## config.mk

```make
export PLATFORM = sky130hd
export DESIGN_NAME = mem_port_arb
export DESIGN_NICKNAME = d
export VERILOG_FILES = /design/src/rtl/mem_port_arb.sv
export SDC_FILE = /design/constraint.sdc
export NUM_CORES = 1
export LEC_CHECK = 0
export CORE_ASPECT_RATIO = 1.5
export CORE_MARGIN = 2
export CORE_UTILIZATION = 25
export CTS_BUF_LIST = sky130_fd_sc_hd__clkbuf_4
export CTS_CLUSTER_SIZE = 16
export DETAILED_ROUTE_END_ITERATION = 8
export GPL_TIMING_DRIVEN = 0
export HOLD_SLACK_MARGIN = 0.08
export MAX_ROUTING_LAYER = met4
export PLACE_DENSITY = 0.55
export SLEW_MARGIN = 20
export SYNTH_ARGS = -nofsm -noshare
export SYNTH_HDL_FRONTEND = slang
export SYNTH_SLANG_ARGS = --single-unit
```

## constraint.sdc

```tcl
create_clock -name clk -period 3 [get_ports clk]
set_clock_uncertainty 0.15 [all_clocks]
set_input_delay 0.75 -clock clk [delete_from_list [all_inputs] [get_ports clk]]
set_output_delay 0.75 -clock clk [all_outputs]
set_load 0.05 [all_outputs]
```

## src/rtl/mem_port_arb.sv

```systemverilog
// Two-requester memory port arbiter: icache refill and dcache refill/write-back
// share one memory port, alternating on contention, with protocol checking.
module mem_port_arb #(
  parameter int BEATS = 4
) (
  input  logic         clk,
  input  logic         reset,
  input  logic         i_req,
  input  logic [19:0]  i_addr,
  output logic [31:0]  i_rdata,
  output logic         i_valid,
  output logic         i_rd_done,
  input  logic         d_req,
  input  logic         d_wr,
  input  logic [19:0]  d_addr,
  input  logic [127:0] d_wdata,
  output logic [31:0]  d_rdata,
  output logic         d_valid,
  output logic         d_rd_done,
  output logic         d_wr_done,
  output logic         mem_req,
  output logic         mem_wr,
  output logic [19:0]  mem_addr,
  output logic [127:0] mem_wdata,
  input  logic [31:0]  mem_rdata,
  input  logic         mem_valid,
  input  logic         mem_rd_done,
  input  logic         mem_wr_done,
  output logic [1:0]   owner,
  output logic         arb_err
);

  typedef enum logic [1:0] {
    IDLE  = 2'd0,
    GNT_I = 2'd1,
    GNT_D = 2'd2
  } state_t;

  localparam int CW = $clog2(BEATS + 1);
  localparam logic [CW-1:0] FULL = CW'(BEATS);

  state_t        state;
  state_t        state_nx;
  logic          last_d;
  logic [CW-1:0] cnt;
  logic          in_gnt;
  logic          grant;
  logic          rd_ok;
  logic          err_now;

  assign in_gnt = (state != IDLE);
  assign grant  = (state == IDLE) && (state_nx != IDLE);

  // A read done is only legitimate in a read grant after a full line.
  assign rd_ok = in_gnt && mem_rd_done && !mem_wr && (cnt == FULL);

  // Protocol violations seen on the memory side this cycle.
  always_comb begin
    err_now = 1'b0;
    if (in_gnt) begin
      if (mem_rd_done && (mem_wr || cnt != FULL)) err_now = 1'b1;
      if (mem_wr_done && !mem_wr)                 err_now = 1'b1;
      if (mem_valid && mem_wr)                    err_now = 1'b1;
    end else begin
      if (mem_valid || mem_rd_done || mem_wr_done) err_now = 1'b1;
    end
  end

  // Next-state: alternate on contention, release on any done.
  always_comb begin
    state_nx = state;
    case (state)
      IDLE: begin
        if (i_req && (!d_req || last_d)) state_nx = GNT_I;
        else if (d_req)                  state_nx = GNT_D;
      end
      GNT_I, GNT_D: begin
        if (mem_rd_done || mem_wr_done) state_nx = IDLE;
      end
      default: state_nx = IDLE;
    endcase
  end

  // State, latched request, beat counter and sticky error.
  always_ff @(posedge clk) begin
    if (reset) begin
      state     <= IDLE;
      last_d    <= 1'b0;
      cnt       <= '0;
      mem_req   <= 1'b0;
      mem_wr    <= 1'b0;
      mem_addr  <= '0;
      mem_wdata <= '0;
      owner     <= 2'b00;
      arb_err   <= 1'b0;
    end else begin
      state <= state_nx;
      if (grant) begin
        last_d  <= (state_nx == GNT_D);
        cnt     <= '0;
        mem_req <= 1'b1;
        if (state_nx == GNT_D) begin
          owner     <= 2'b10;
          mem_wr    <= d_wr;
          mem_addr  <= d_addr;
          mem_wdata <= d_wdata;
        end else begin
          owner     <= 2'b01;
          mem_wr    <= 1'b0;
          mem_addr  <= i_addr;
          mem_wdata <= '0;
        end
      end else if (in_gnt && state_nx == IDLE) begin
        mem_req <= 1'b0;
        owner   <= 2'b00;
      end
      if (in_gnt && !mem_wr && mem_valid && cnt != FULL) begin
        cnt <= cnt + 1'b1;
      end
      if (err_now) arb_err <= 1'b1;
    end
  end

  assign i_rdata   = reset ? '0 : mem_rdata;
  assign d_rdata   = reset ? '0 : mem_rdata;
  assign i_valid   = !reset && (state == GNT_I) && mem_valid;
  assign d_valid   = !reset && (state == GNT_D) && mem_valid;
  assign i_rd_done = !reset && (state == GNT_I) && rd_ok;
  assign d_rd_done = !reset && (state == GNT_D) && rd_ok;
  assign d_wr_done = !reset && (state == GNT_D) && mem_wr
                     && mem_wr_done;

endmodule

```

==> results of run 1 <==
==> critical path, stage by stage <==
cell             delay (ns)
clkdlybuf4s50_1        0.55
and3b_1                0.17
dlygate4sd2_1          0.56
==> metal layers <==
layer	track usage [%]	vias up	wire (um)
met5	-	-	0
met4	8.45	0	1180
met2	35.7	273	18900
met1	23.3	4250	15000
met3	3.71	50	1640
li1	-	4597	-
==> cell type report <==
class	instances	area share, %
clock buffers	20	1.09
repair buffers	431	30.6
well taps	420	3.82
diodes	2	0.0363
flip-flops and latches	159	23.2
clock inverters	10	0.845
multi-input cells	712	32.9
inverters	7	0.191
plain buffers	156	7.37
==> state kept, by name, summed over array words and instances (netlist names) <==
name / count
cnt: 3
owner: 2
mem_wr: 1
state: 2
arb_err: 1
last_d: 1
mem_wdata: 128
mem_req: 1
mem_addr: 20
==> worst paths after layout <==
path	from	endpoint	slack (ns)	depth (start not counted)
worst min register to register	mem_wdata[20]	mem_wdata[20]	0.32	2
worst max-delay path	mem_valid	d_valid	0.06	3
worst max register to register	state[1]	mem_wdata[75]	0.13	13
worst min-delay path	mem_wdata[20]	mem_wdata[20]	0.32	2
==> kinds of logic after synthesis <==
kind of cell               count (synthesis)  synth area share [%]
DFF                                      159                  37.3
muxes                                      3                 0.352
buffers and inverters                    163                  11.0
and+or+nand+nor                          365                  18.6
AOI/OAI and AO/OA                        337                  31.7
adders and majority gates                  7                  1.03
==> placed cells by master (no fill, tap or decap), drive strengths merged, types with 30 or more instances in the layout <==
cell and instances:
nand2 265, dfxtp 159, nor2b 34, dlygate4sd2 33, buf 89, a2111o 130, a21oi 134, clkdlybuf4s50 358
nor2 30, clkbuf 101
==> metrics by stage <==
step / power [mW] / utilization (%) / std cells / setup TNS [ns]
detailed placement: 5.49 / 40.0 / 1882 / -221.90
global placement: 5.48 / 40.0 / 1882 / -216.79
global route: 7.21 / 41.1 / 1917 / -0.0176
floorplan: 4.31 / - / 1034 / -1.18
CTS: 6.90 / 41.1 / 1914 / -0.00162
finish: 6.82 / 41.1 / 1917 / 0
==> repair_timing <==
| item | 4_1_cts | 5_1_grt |
|---|---|---|
| setup buffers | 2 | 1 |
| endpoints found under the setup margin | 225 | 116 |
| resized for setup | 165 | 58 |
| pin swaps | 1 | 2 |
==> report_power, final <==
part           total, mW  internal (mW)  switching, mW
Combinational       3.07           1.13           1.94
Sequential          2.41           2.30          0.106
Clock               1.34          0.513          0.828
==> impl_metrics.py, run 1 <==
metrics = {
    "status": {
        "status": "finished clean",
    },
    "timing": {
        "min_period_ns": 2.94,
        "rsz0062_at_grt": "yes",
        "tightest_slew_ns": 0.660,
        "finalMaxSlewViolations": 0,
        "min_period_over_period_pct": 97.9,
        "finalHoldViolCount": 0,
        "worst_slack_ns": 0.0635,
        "finalSetupViolCount": 0,
        "holdWs_ns": 0.322,
        "max_freq_mhz": 341,
        "slew_headroom_pct": 55.9,
    },
    "finish": {
        "fin_area_um2": 13800,
        "drive_above_1_share_pct": 14.4,
        "nets": 1699,
        "fillers": 3454,
        "multi_input_area_um2": 4530,
        "syn2layout_area_growth_pct": 61.4,
        "seqCellArea_um2": 3190,
    },
    "detailed_routing": {
        "drt_pass1_iterations": 5,
        "via_count": 9170,
        "ant_nets": 0,
        "drc": 0,
        "drt-total-wl_um": 36700,
        "drt-initial-drc-count": 360,
        "viasPerCell": 4.78,
        "wl_per_cell_um": 19.1,
    },
    "clocking": {
        "cts_tree": "yes",
        "cts-root-buf": "clkbuf_4",
        "htree_num_levels": 4,
        "cts_sinks": 159,
        "postCtsHoldBufs": 0,
        "clock_latency_ns": 0.59,
        "cts_buffer_depth": 2,
        "cts_made_buffers": 17,
        "clkSlewWorstSetupHoldPaths_ns": 0.13,
    },
    "global_routing": {
        "grt_pass1_vias": 9464,
        "grt_pass1_wl_um": 55200,
        "antenna_found_initial": 2,
        "grt_overflow": 0,
        "grt_max_degree": 17,
        "grt_usage_pct": 20.6,
    },
    "synth": {
        "yosys.area.top_type": "dfxtp_1",
        "synth_most_common_cell": "nand2_1",
        "synth_common_cells": "nand2_1 (265), dfxtp_1 (159), a21oi_1 (134), a2111o_1 (130), clkbuf_1 (69)",
        "synth_cells": 1034,
        "synth_area_leaders": "dfxtp_1 (37%), a2111o_1 (17%), nand2_1 (12%), a21oi_1 (7.9%), clkbuf_1 (3.0%)",
        "synthArstFlopShare_pct": 0,
        "ys_seq_elements": 159,
        "synth_ff_type": "dfxtp_1",
        "synth_top_cell_area_share_pct": 37.3,
        "ys_warn_count": 0,
        "yosysUniqueCellTypes": 44,
        "syn_area_um2": 8540,
        "syn-num-nets": 1249,
        "ys_seq_area_share_pct": 37.3,
        "synth_edf_count": 0,
        "syn_area_per_cell_um2": 8.26,
    },
    "critical_path": {
        "endpoint_kind": "output port",
        "startpoint_type": "input pin",
        "arrival_ns": 2.04,
        "path_class": "input pin to output port",
        "crit_fanout": 5,
        "critical_path_required_ns": 2.10,
    },
    "placement": {
        "placed_area_um2": 13400,
        "place_congestion": 0.850,
        "port_buffers": 428,
        "dp_slack_ns": -1.50,
        "post-dp-hpwl_um": 28400,
    },
    "die": {
        "die-area_um2": 35700,
        "rows": 82,
        "core_um2": 33500,
        "io_pins": 430,
        "die_y_um": 230,
        "start_util_pct": 25.4,
        "dieWidth_um": 155,
    },
    "power": {
        "p_leak_nw": 4.97,
        "power_density_nw_per_um2": 495,
        "ir_worst_vdd_uv": 232,
    },
    "run": {
        "drv_cap": 0,
    },
    "worst_hold_path": {
        "hold_path.class": "register to register",
    },
}
(Power assumes the default switching activity.)
==> run 2, diff against run 1 <==
--- a/config.mk
+++ b/config.mk
@@ -5,16 +5,15 @@
 export SDC_FILE = /design/constraint.sdc
 export NUM_CORES = 1
 export LEC_CHECK = 0
-export CORE_ASPECT_RATIO = 1.5
-export CORE_MARGIN = 2
-export CORE_UTILIZATION = 25
+export CORE_AREA = 2 2 167 169
 export CTS_BUF_LIST = sky130_fd_sc_hd__clkbuf_4
 export CTS_CLUSTER_SIZE = 16
 export DETAILED_ROUTE_END_ITERATION = 8
+export DIE_AREA = 0 0 169 171
 export GPL_TIMING_DRIVEN = 0
 export HOLD_SLACK_MARGIN = 0.08
 export MAX_ROUTING_LAYER = met4
-export PLACE_DENSITY = 0.55
+export PLACE_DENSITY = 0.67
 export SLEW_MARGIN = 20
 export SYNTH_ARGS = -nofsm -noshare
 export SYNTH_HDL_FRONTEND = slang
==> constraint.sdc (replaced) <==
create_clock -name clk -period 3 [get_ports clk]
set_clock_uncertainty 0.15 [all_clocks]
set_input_delay 0.75 -clock clk [delete_from_list [all_inputs] [get_ports clk]]
set_output_delay 0.75 -clock clk [all_outputs]
set_load 0.02 [all_outputs]
==> run 2 against run 1 <==
Net effect:
- worst setup slack lost 0.027 ns
- combinational power shrank 15%
- final area grew 0.66%
- critical endpoint is now d_rdata[12]
- cell count shrank 3.5%
- non-clock buffer count grew 4
- clock power grew 4%
- sequential share of layout area shrank 0.15 points
- largest cell class unchanged
- fmax shrank 0.92%
==> impl_metrics.py, run 2 (same netlist as run 1, synthesis figures left out) <==
metrics = {
    "critical_path": {
        "arrival_ns": 2.06,
        "timing.critical_path.cells": "clkdlybuf4s50_1 > nor2b_4 > clkdlybuf4s50_1",
        "crit_family": "buffers and inverters",
        "crit_fanout": 2,
        "cp_slowest_stage_delay_ns": 0.64,
        "crit_path_top_delay_cell": "clkdlybuf4s50_1",
        "crit_path_frequent_cell": "clkdlybuf4s50_1",
        "endpoint_kind": "output port",
        "critical_path_required_ns": 2.10,
        "path_class": "input pin to output port",
        "startpoint_type": "input pin",
        "cp_num_buf_inv": 2,
    },
    "die": {
        "die_y_um": 171,
        "dieWidth_um": 169,
        "die-area_um2": 28900,
        "rows": 61,
        "io_pins": 430,
        "core_um2": 27300,
        "start_util_pct": 31.2,
    },
    "clocking": {
        "htree_num_levels": 4,
        "cts_buffer_depth": 2,
        "clock_latency_ns": 0.53,
        "clkSlewWorstSetupHoldPaths_ns": 0.16,
        "cts_made_buffers": 17,
        "cts-root-buf": "clkbuf_4",
        "cts_tree": "yes",
        "cts_sinks": 159,
        "postCtsHoldBufs": 0,
    },
    "placement": {
        "port_buffers": 428,
        "post-dp-hpwl_um": 26300,
        "dp_slack_ns": -1.34,
        "dp.cells": 1808,
        "place_congestion": 0.878,
    },
    "detailed_routing": {
        "drt-total-wl_um": 35300,
        "ant_nets": 0,
        "viasPerCell": 5.09,
        "drc": 0,
        "via_count": 9418,
        "drt-initial-drc-count": 510,
        "drt_pass1_iterations": 5,
        "wl_per_cell_um": 19.1,
    },
    "timing": {
        "slew_headroom_pct": 51.5,
        "min_period_over_period_pct": 98.8,
        "tightest_slew_ns": 0.727,
        "worst_slack_ns": 0.0362,
        "holdWs_ns": 0.316,
        "max_freq_mhz": 337,
        "finalSetupViolCount": 0,
        "finalHoldViolCount": 0,
        "min_period_ns": 2.96,
        "finalMaxSlewViolations": 0,
    },
    "worst_hold_path": {
        "hold_path.class": "register to register",
    },
    "global_routing": {
        "grt_usage_pct": 23.9,
        "grt_overflow": 0,
        "grt_pass1_vias": 9273,
        "antenna_found_initial": 2,
        "grt_pass1_wl_um": 51800,
        "grt_max_degree": 18,
    },
    "finish": {
        "mostFrequentLayoutCells": "clkdlybuf4s50_1 (383), nand2_1 (264), dfxtp_1 (157)",
        "largest_reg_flops": 128,
        "syn2layout_area_growth_pct": 62.4,
        "reg.largest.list": "mem_wdata x128, mem_addr x20, cnt x3",
        "nets": 1703,
        "fin_cells": 1849,
        "final_common_cell": "clkdlybuf4s50_1",
        "drive_above_1_share_pct": 11.4,
        "largest_register": "mem_wdata",
        "fillers": 2643,
    },
    "status": {
        "status": "finished clean",
    },
    "power": {
        "p_seq_share_pct": 37.5,
        "ir_worst_vdd_uv": 229,
        "p_comb_share_pct": 40.7,
        "p_leak_nw": 5.20,
        "p_total_mw": 6.44,
        "p_int_mw": 3.95,
        "clockPowerShare_pct": 21.8,
        "power_density_nw_per_um2": 464,
        "p_sw_share_pct": 38.6,
        "p_switching_mw": 2.48,
    },
    "run": {
        "drv_cap": 0,
    },
}
-- run 2: changes by cell type in the layout (fill, tap and decap cells not counted), moves of 9 or more --
cell,change
nor2b_2,-29
nor2b_1,+26
clkdlybuf4s50_1,+25
clkbuf_2,-22
dlymetal6s2s_1,+17
clkdlybuf4s15_2,-14
clkbuf_4,+9
-- run 2: power by group through the flow --
stage | Combinational (mW) | Clock, mW | Sequential, mW
floorplan | 1.13 | 0 | 2.66
global placement | 2.47 | 0 | 2.46
detailed placement | 2.48 | 0 | 2.46
CTS | 2.54 | 1.44 | 2.42
global route | 2.82 | 1.53 | 2.44
finish | 2.62 | 1.40 | 2.42
-- run 2: final timing paths --
check	start	cells after the start	end	slack, ns
min	arb_err	2	arb_err	0.32
max	mem_rdata[12]	3	d_rdata[12]	0.04
max reg2reg	state[1]	13	mem_wdata[32]	0.18
min reg2reg	arb_err	2	arb_err	0.32
-- run 2: tightest hold or removal path, stage by stage (launching register included) --
cell and delay, ns:
dfxtp_1 0.34, inv_1 0.05, a21oi_1 0.05
-- run 2: layout make-up --
cell class / count / area, um^2 / share of cell area [%]
Timing Repair Buffer: 435 / 4350 / 31.4
Inverter: 7 / 26.3 / 0.189
Multi-Input combinational cell: 712 / 4500 / 32.4
Antenna cell: 2 / 5.00 / 0.0361
Clock buffer: 17 / 128 / 0.920
Sequential cell: 159 / 3190 / 23.0
Tap cell: 346 / 433 / 3.12
Clock inverter: 15 / 166 / 1.20
Buffer: 156 / 1060 / 7.67
-- run 2: per-layer routing --
| layer | routed length [um] | GRT usage (%) | up-vias |
|---|---|---|---|
| li1 | - | - | 4604 |
| met1 | 14500 | 27.6 | 4392 |
| met2 | 17700 | 41.3 | 365 |
| met3 | 2250 | 4.93 | 57 |
| met4 | 887 | 8.25 | 0 |
| met5 | 0 | - | - |
-- run 2: timing repair --
| action | in CTS | in global routing |
|---|---|---|
| endpoints found under the setup margin | 224 | 172 |
| pin swaps | 0 | 3 |
| gates resized for setup | 92 | 77 |
| buffers inserted | 2 | 5 |
-- run 2: per-stage QoR --
step                      cell area (um^2)  setup TNS (ns)  utilization (%)
after floorplan                       8540               0                -
after global placement               13300         -190.94             48.5
after detailed placement             13300         -199.14             48.5
after CTS                            13700         -0.0992             50.0
after global routing                 13900        -0.00260             50.7
final                                13900               0             50.7
